$ cat src/rtl/w5300_reset_gen.sv
// W5300 hardware reset sequencer: minimum-width active-low reset pulse, PLL recovery wait, ready flag.
// Optional macro W5300_RESET_SYNC_EN adds a two-flop synchronizer on trigger_reset.
module w5300_reset_gen #(
  parameter int unsigned RESET_LOW_CYCLES = 250,
  parameter int unsigned RECOVERY_CYCLES  = 1000000
) (
  input  logic clk,
  input  logic rst,
  input  logic trigger_reset,
  output logic w5300_resetl,
  output logic w5300_ready,
  output logic reset_done
);

  localparam int unsigned MAX_CYCLES = (RESET_LOW_CYCLES > RECOVERY_CYCLES) ?
                                       RESET_LOW_CYCLES : RECOVERY_CYCLES;
  localparam int unsigned CW = (MAX_CYCLES < 1) ? 1 : $clog2(MAX_CYCLES + 1);
  localparam logic [CW-1:0] LOW_LOAD = CW'(RESET_LOW_CYCLES - 1);
  localparam logic [CW-1:0] REC_LOAD = CW'(RECOVERY_CYCLES);

  typedef enum logic [1:0] {
    IDLE,
    ASSERT,
    RECOVER
  } state_e;

  state_e          state_q;
  logic [CW-1:0]   cnt_q;
  logic            resetl_q;
  logic            ready_q;
  logic            done_q;
  logic            trig_prev_q;
  logic            trig_s;
  logic            request;

`ifdef W5300_RESET_SYNC_EN
  logic [1:0] sync_q;

  always_ff @(posedge clk) begin
    if (rst) begin
      sync_q <= '0;
    end else begin
      sync_q <= {sync_q[0], trigger_reset};
    end
  end

  assign trig_s = sync_q[1];
`else
  assign trig_s = trigger_reset;
`endif

  assign request = trig_s & ~trig_prev_q;

  // RECOVER exits when the counter would hit zero, so ready rises exactly
  // RECOVERY_CYCLES edges after resetl; RECOVERY_CYCLES=0 skips RECOVER.
  always_ff @(posedge clk) begin
    if (rst) begin
      state_q     <= ASSERT;
      cnt_q       <= LOW_LOAD;
      resetl_q    <= 1'b0;
      ready_q     <= 1'b0;
      done_q      <= 1'b0;
      trig_prev_q <= 1'b0;
    end else begin
      trig_prev_q <= trig_s;
      done_q      <= 1'b0;
      if (request) begin
        state_q  <= ASSERT;
        cnt_q    <= LOW_LOAD;
        resetl_q <= 1'b0;
        ready_q  <= 1'b0;
      end else begin
        unique case (state_q)
          IDLE: begin
            resetl_q <= 1'b1;
            ready_q  <= 1'b1;
          end
          ASSERT: begin
            if (cnt_q == '0) begin
              resetl_q <= 1'b1;
              if (RECOVERY_CYCLES == 0) begin
                state_q <= IDLE;
                ready_q <= 1'b1;
                done_q  <= 1'b1;
              end else begin
                state_q <= RECOVER;
                cnt_q   <= REC_LOAD;
              end
            end else begin
              cnt_q <= cnt_q - CW'(1);
            end
          end
          RECOVER: begin
            resetl_q <= 1'b1;
            if (cnt_q <= CW'(1)) begin
              state_q <= IDLE;
              ready_q <= 1'b1;
              done_q  <= 1'b1;
            end else begin
              cnt_q <= cnt_q - CW'(1);
            end
          end
          default: begin
            state_q  <= ASSERT;
            cnt_q    <= LOW_LOAD;
            resetl_q <= 1'b0;
            ready_q  <= 1'b0;
          end
        endcase
      end
    end
  end

  assign w5300_resetl = resetl_q;
  assign w5300_ready  = ready_q;
  assign reset_done   = done_q;

endmodule

$ cat config.mk
export PLATFORM = sky130hd
export DESIGN_NAME = w5300_reset_gen
export DESIGN_NICKNAME = d
export VERILOG_FILES = /design/src/rtl/w5300_reset_gen.sv
export SDC_FILE = /design/constraint.sdc
export NUM_CORES = 1
export LEC_CHECK = 0
export CAP_MARGIN = 40
export CELL_PAD_IN_SITES_DETAIL_PLACEMENT = 1
export CELL_PAD_IN_SITES_GLOBAL_PLACEMENT = 2
export CORE_AREA = 2 2 69 71
export DETAILED_ROUTE_END_ITERATION = 6
export DIE_AREA = 0 0 71 73
export HOLD_SLACK_MARGIN = 0.12
export PLACE_DENSITY_LB_ADDON = 0.05
export SETUP_SLACK_MARGIN = 0.4
export SLEW_MARGIN = 5
export SYNTH_ARGS = -nofsm -noshare
export SYNTH_HDL_FRONTEND = slang
export SYNTH_SLANG_ARGS = --single-unit
$ cat constraint.sdc
create_clock -name clk -period 2.95 [get_ports clk]
set_input_delay 0.4425 -clock clk [delete_from_list [all_inputs] [get_ports clk]]
set_output_delay 0.4425 -clock clk [all_outputs]
set_load 0.01 [all_outputs]
; Word level (Yosys, flattened, before mapping)
; Cells that the tools add are included.
[totals]
regBits = 26
inputBits = 3
output_inout_bits = 3
[op_classes]
add_sub_neg = 1
order_cmp = 1
eq_ne = 5
mux = 11
bitwise = 5
reduce_logical = 8
[ops]
columns = cell, n
row1 = $pmux 20 s3, 1
row2 = $mux 20, 2
row3 = $le 20x1->1 const B, 1
row4 = $logic_not 20->1, 1
row5 = $sub 20x1->20 const B, 1
row6 = $ne 2x2->1 const B, 3
row7 = $pmux 2 s3, 1
row8 = $mux 2, 2
row9 = $not 1->1, 4
row10 = $reduce_and 2->1, 2
row11 = $reduce_or 2->1, 2
row12 = $mux 1, 3
row13 = $pmux 1 s3, 1
row14 = $reduce_and 3->1, 1
row15 = $reduce_or 3->1, 1
row16 = $eq 2x1->1 const B, 1
row17 = $eq 2x2->1 const B, 1
row18 = $logic_not 2->1, 1
row19 = $pmux 1 s2, 1
row20 = $and 1x1->1, 1

; Longest topological paths before layout
[depth]
ltp_word = 3
mapped_depth = 9
ltp_nobuf = 7

; Worst setup path after synthesis
; No wires, ideal clock.
[synth_path]
path_kind = flip-flop to flip-flop
from = register cnt_q[0]
to = register cnt_q[18]
arrival_ns = 1.910
required_ns = 2.827
setup_slack_ns = 0.916
path_stages_with_launch = 9
n_path_buf = 1
synth_period_minus_slack_ns = 2.034
path_cell_list = dfxtp_1 > inv_1 > ha_1 > or3b_2 > clkbuf_1 > nor4_1 > a21oi_1 > o21ai_1 > a21oi_1
[synth_via]
elab_chain_len = 3
word_cells_on_any_way = 8
classes_between = 1 x add/sub / 1 x order compare / 1 x eq/ne / 3 x mux / 2 x reduce/logical
[synth_rtl]
columns = item, line
row1 = from (decl), 28  ; logic [CW-1:0] cnt_q;
row2 = from (signal assigned), 90  ; cnt_q <= cnt_q - CW'(1);
row3 = from (signal assigned), 100  ; cnt_q <= cnt_q - CW'(1);
row4 = $sub 20x1->20 (tied with other cells), "90, 100"
row5 = $mux 20 (tied with other cells), 95  ; if (cnt_q <= CW'(1)) begin
row6 = $pmux 20 s3 / $reduce_and 2->1 (equally long branches), -
; Parallel ways exist; a longest one is shown, timed or not. The select of a mux whose other input is x is not followed.
; A chain may end at the register's enable or synchronous reset.

; Worst setup path in the final report
[layout_path]
from = register cnt_q[0]
to = register cnt_q[11]
; The elaborated chain is that of the path after synthesis.

==> impl_metrics.json <==
{
  "cp_slowest_cell": "sky130_fd_sc_hd__or4_1",
  "number_of_antenna_repair_diodes": 0,
  "worst-path-max-fanout": 12,
  "worstPathArrival_ps": 2590,
  "cts_htree_levels": 1,
  "die_height_um": 73,
  "grt_max_degree": 17,
  "globalRouteOverflowTotal": 0,
  "worst_setup_path_end_kind": "flop",
  "crit_family": "simple AND/OR/NAND/NOR gates",
  "totalNegativeSetupSlack_ps": 0,
  "cts_root_cell": "sky130_fd_sc_hd__clkbuf_8",
  "report.final.hold_viol_count": 0,
  "row_count": 25,
  "max_clock_freq_mhz": 420.3,
  "grt_first_pass_wirelength_um": 8217,
  "cp.required_ps": 3160,
  "worst_pin_slew_ps": 636.3,
  "power.density_cell_area_mw_per_mm2": 343.1,
  "floorplan.die_area_mm2": 0.005183,
  "pwr-share-seq_pct": 58.5,
  "clk_latency_ps": 280,
  "synth_enable_flop_cells": 0,
  "boundaryPins": 6,
  "synth.top_cells.by_area": "sky130_fd_sc_hd__dfxtp_1 33%, sky130_fd_sc_hd__a21oi_1 7.1%, sky130_fd_sc_hd__ha_1 4.8%",
  "timing.slew.headroom_pct": 57.19,
  "syn_to_final_growth_pct": 14.93,
  "clock_skew_ps": 3.002,
  "route.antenna.remaining_nets": 0,
  "vias": 1547,
  "clkPwrFrac_pct": 34.9,
  "final_period_minus_worst_setup_slack_ps": 2379,
  "final_nets": 215,
  "clock_sinks": 26,
  "detailedRoute.firstPassIterationCount": 4,
  "setup.worst_path.start_class": "flop",
  "swShare_pct": 24.59,
  "timing.final.crit_share_pct": 80.66,
  "synth_sequential_area_ratio_pct": 33.39,
  "worstPathBufferInverterCount": 3,
  "worst_setup_hold_path_clk_slew_ps": 100,
  "total_half_perimeter_wirelength_after_legalization_and_detailed_placement_um": 3610,
  "yosys_warnings": 0,
  "setup-violations-final": 0,
  "utilization_after_layout_pct": 39.50,
  "netlist.top_cell.by_area": "sky130_fd_sc_hd__dfxtp_1",
  "timing.critical_path.cells": "inv_1 -> ha_1 -> or2_2 -> nand4_1 -> o21ai_4 -> buf_12 -> buf_4 -> or4_1 -> a21oi_1",
  "syn_inst": 192,
  "synth_cell_types": 45,
  "timing.critical_path.slowest_cell_delay_ps": 500,
  "multi_input_area_um2": 975.9,
  "placement.io_buffers": 5,
  "syn-cell-area_mm2": 0.001559,
  "core_mm2": 0.004536,
  "cts_inserted_buffers": 3,
  "status": "complete, no violations",
  "area_share_of_the_leading_cell_type_in_the_synthesized_netlist_pct": 33.39,
  "detail_route.drc_violations": 0,
  "die_x_um": 71,
  "cts_buffer_depth": 2,
  "synthesis.area_per_instance_um2": 8.120,
  "ff_latch_area_um2": 520.5,
  "yosysMostFrequentCell": "sky130_fd_sc_hd__dfxtp_1",
  "via_density_per_instance": 5.996,
  "p_sw_mw": 0.1511,
  "timing_max_transition_violations_final": 0,
  "grt_setup_unrepaired": "no",
  "antenna_found_initial": 0,
  "globalRouteTotalUtil_pct": 20.25,
  "synth.net_count": 201,
  "ir_drop_mv": 0.1275,
  "first_global_vias": 1568,
  "fillerInstances": 551,
  "wire_per_inst_um": 19.14,
  "synth.cells.most_frequent": "26 x sky130_fd_sc_hd__dfxtp_1, 22 x sky130_fd_sc_hd__a21oi_1, 17 x sky130_fd_sc_hd__nor2_1",
  "drive_above_1_share_pct": 14.71,
  "comb_power_share_pct": 6.6,
  "tritoncts": "done",
  "min-delay-path-class": "flop to flop",
  "gp_congestion": 0.7755,
  "drt_wl_total_um": 4937,
  "yosys_register_bits": 26,
  "leakagePower_nw": 0.6683,
  "initial_core_util_pct": 34.37,
  "async_flop_share_pct": 0,
  "maxCapViolations": 0,
  "p_int_mw": 0.4635,
  "crit_type": "flop to flop",
  "detail_route.iter0.violations": 69,
  "ys_dominant_reg_cell": "sky130_fd_sc_hd__dfxtp_1"
}
-- worst min-delay path, cell delays in order, from the launching register on --
cell and delay (ps):
sky130_fd_sc_hd__dfxtp_1 350, sky130_fd_sc_hd__nand2_1 60, sky130_fd_sc_hd__a21oi_1 50
-- layout make-up --
cell class	instances	share of cell area, %
Multi-Input combinational cell	150	54.47
Sequential cell	26	29.05
Timing Repair Buffer	18	8.939
Tap cell	54	3.771
Clock buffer	3	2.304
Inverter	7	1.466
-- logic make-up after synthesis --
| family | count (synthesis) | synth area share, % |
|---|---|---|
| buffers and inverters | 16 | 4.495 |
| adder cells (fa/ha/maj) | 6 | 4.815 |
| AO/OA/AOI/OAI | 62 | 26.57 |
| AND/OR/NAND/NOR | 78 | 28.49 |
| flip-flops | 26 | 33.39 |
| XOR/XNOR | 4 | 2.248 |
-- through the flow --
| step | hold slack, ps | setup WS, ps | power [mW] | instances | instance area, um2 |
|---|---|---|---|---|---|
| floorplan | 454.6 | 916.2 | 0.3930 | 192 | 1559 |
| global placement | 474.8 | 497.2 | 0.4081 | 249 | 1685 |
| detailed placement | 482.6 | 359.8 | 0.4086 | 249 | 1685 |
| CTS | 498.0 | 447.2 | 0.6227 | 252 | 1734 |
| global route | 526.2 | 415.1 | 0.6439 | 258 | 1792 |
| finish | 499.6 | 570.5 | 0.6147 | 258 | 1792 |
-- state kept, by name (all words and copies together), names as in the netlist --
signal	cells
cnt_q	20
reset_done	1
state_q	2
trig_prev_q	1
w5300_ready	1
w5300_resetl	1
-- cells in the final DEF (no fill, tap or decap), drive strengths merged, types with 2 or more instances in the layout --
master | Yosys | final
a211o | 2 | 2
a211oi | 4 | 4
a21o | 2 | 2
a21oi | 22 | 22
a31oi | 3 | 3
and3 | 2 | 2
and4 | 2 | 2
buf | 4 | 13
clkbuf | 5 | 3
clkdlybuf4s50 | 0 | 5
dfxtp | 26 | 26
ha | 6 | 6
inv | 7 | 7
nand2 | 10 | 10
nand3 | 6 | 6
nand4 | 5 | 5
nand4b | 2 | 2
nor2 | 17 | 17
nor2b | 2 | 2
nor3 | 8 | 8
nor4 | 6 | 6
o211ai | 2 | 2
o21ai | 12 | 12
o221a | 3 | 3
o31ai | 3 | 3
or2 | 5 | 5
or3 | 6 | 6
or4 | 6 | 6
xnor2 | 3 | 3
-- metal layers --
metal	routed length [um]	share of wire [%]	vias to the layer above	track usage, %
li1	-	-	755	-
met1	2348	48	772	26.07
met2	2468	50	16	35.72
met3	82	1.7	4	2.348
met4	38	0.77	0	5.870
met5	0	0	-	0
-- final timing paths --
check | from | endpoint | slack [ps] | depth (start not counted)
hold reg to reg | cnt_q[1]$_SDFFE_PP0P_ | cnt_q[1]$_SDFFE_PP0P_ | 500 | 2
setup reg to reg | cnt_q[0]$_SDFFE_PP1P_ | cnt_q[11]$_SDFFE_PP0P_ | 570 | 9
setup / recovery | cnt_q[0]$_SDFFE_PP1P_ | cnt_q[11]$_SDFFE_PP0P_ | 570 | 9
hold / removal | cnt_q[1]$_SDFFE_PP0P_ | cnt_q[1]$_SDFFE_PP0P_ | 500 | 2
-- power by group through the flow --
stage / clock [mW] / combinational, mW / sequential [mW]
final: 0.215 / 0.0405 / 0.359
after detailed placement: 0 / 0.0410 / 0.368
after global placement: 0 / 0.0407 / 0.367
after floorplan: 0 / 0.0266 / 0.366
after CTS: 0.222 / 0.0410 / 0.359
after global routing: 0.238 / 0.0456 / 0.360
-- timing repair --
item                                    CTS  global route
pin swaps                                 0             2
resized for setup                         1             1
buffers inserted                          0             6
hold buffers                              0             0
endpoints found under the setup margin   11            17
(Power assumes the default switching activity.)
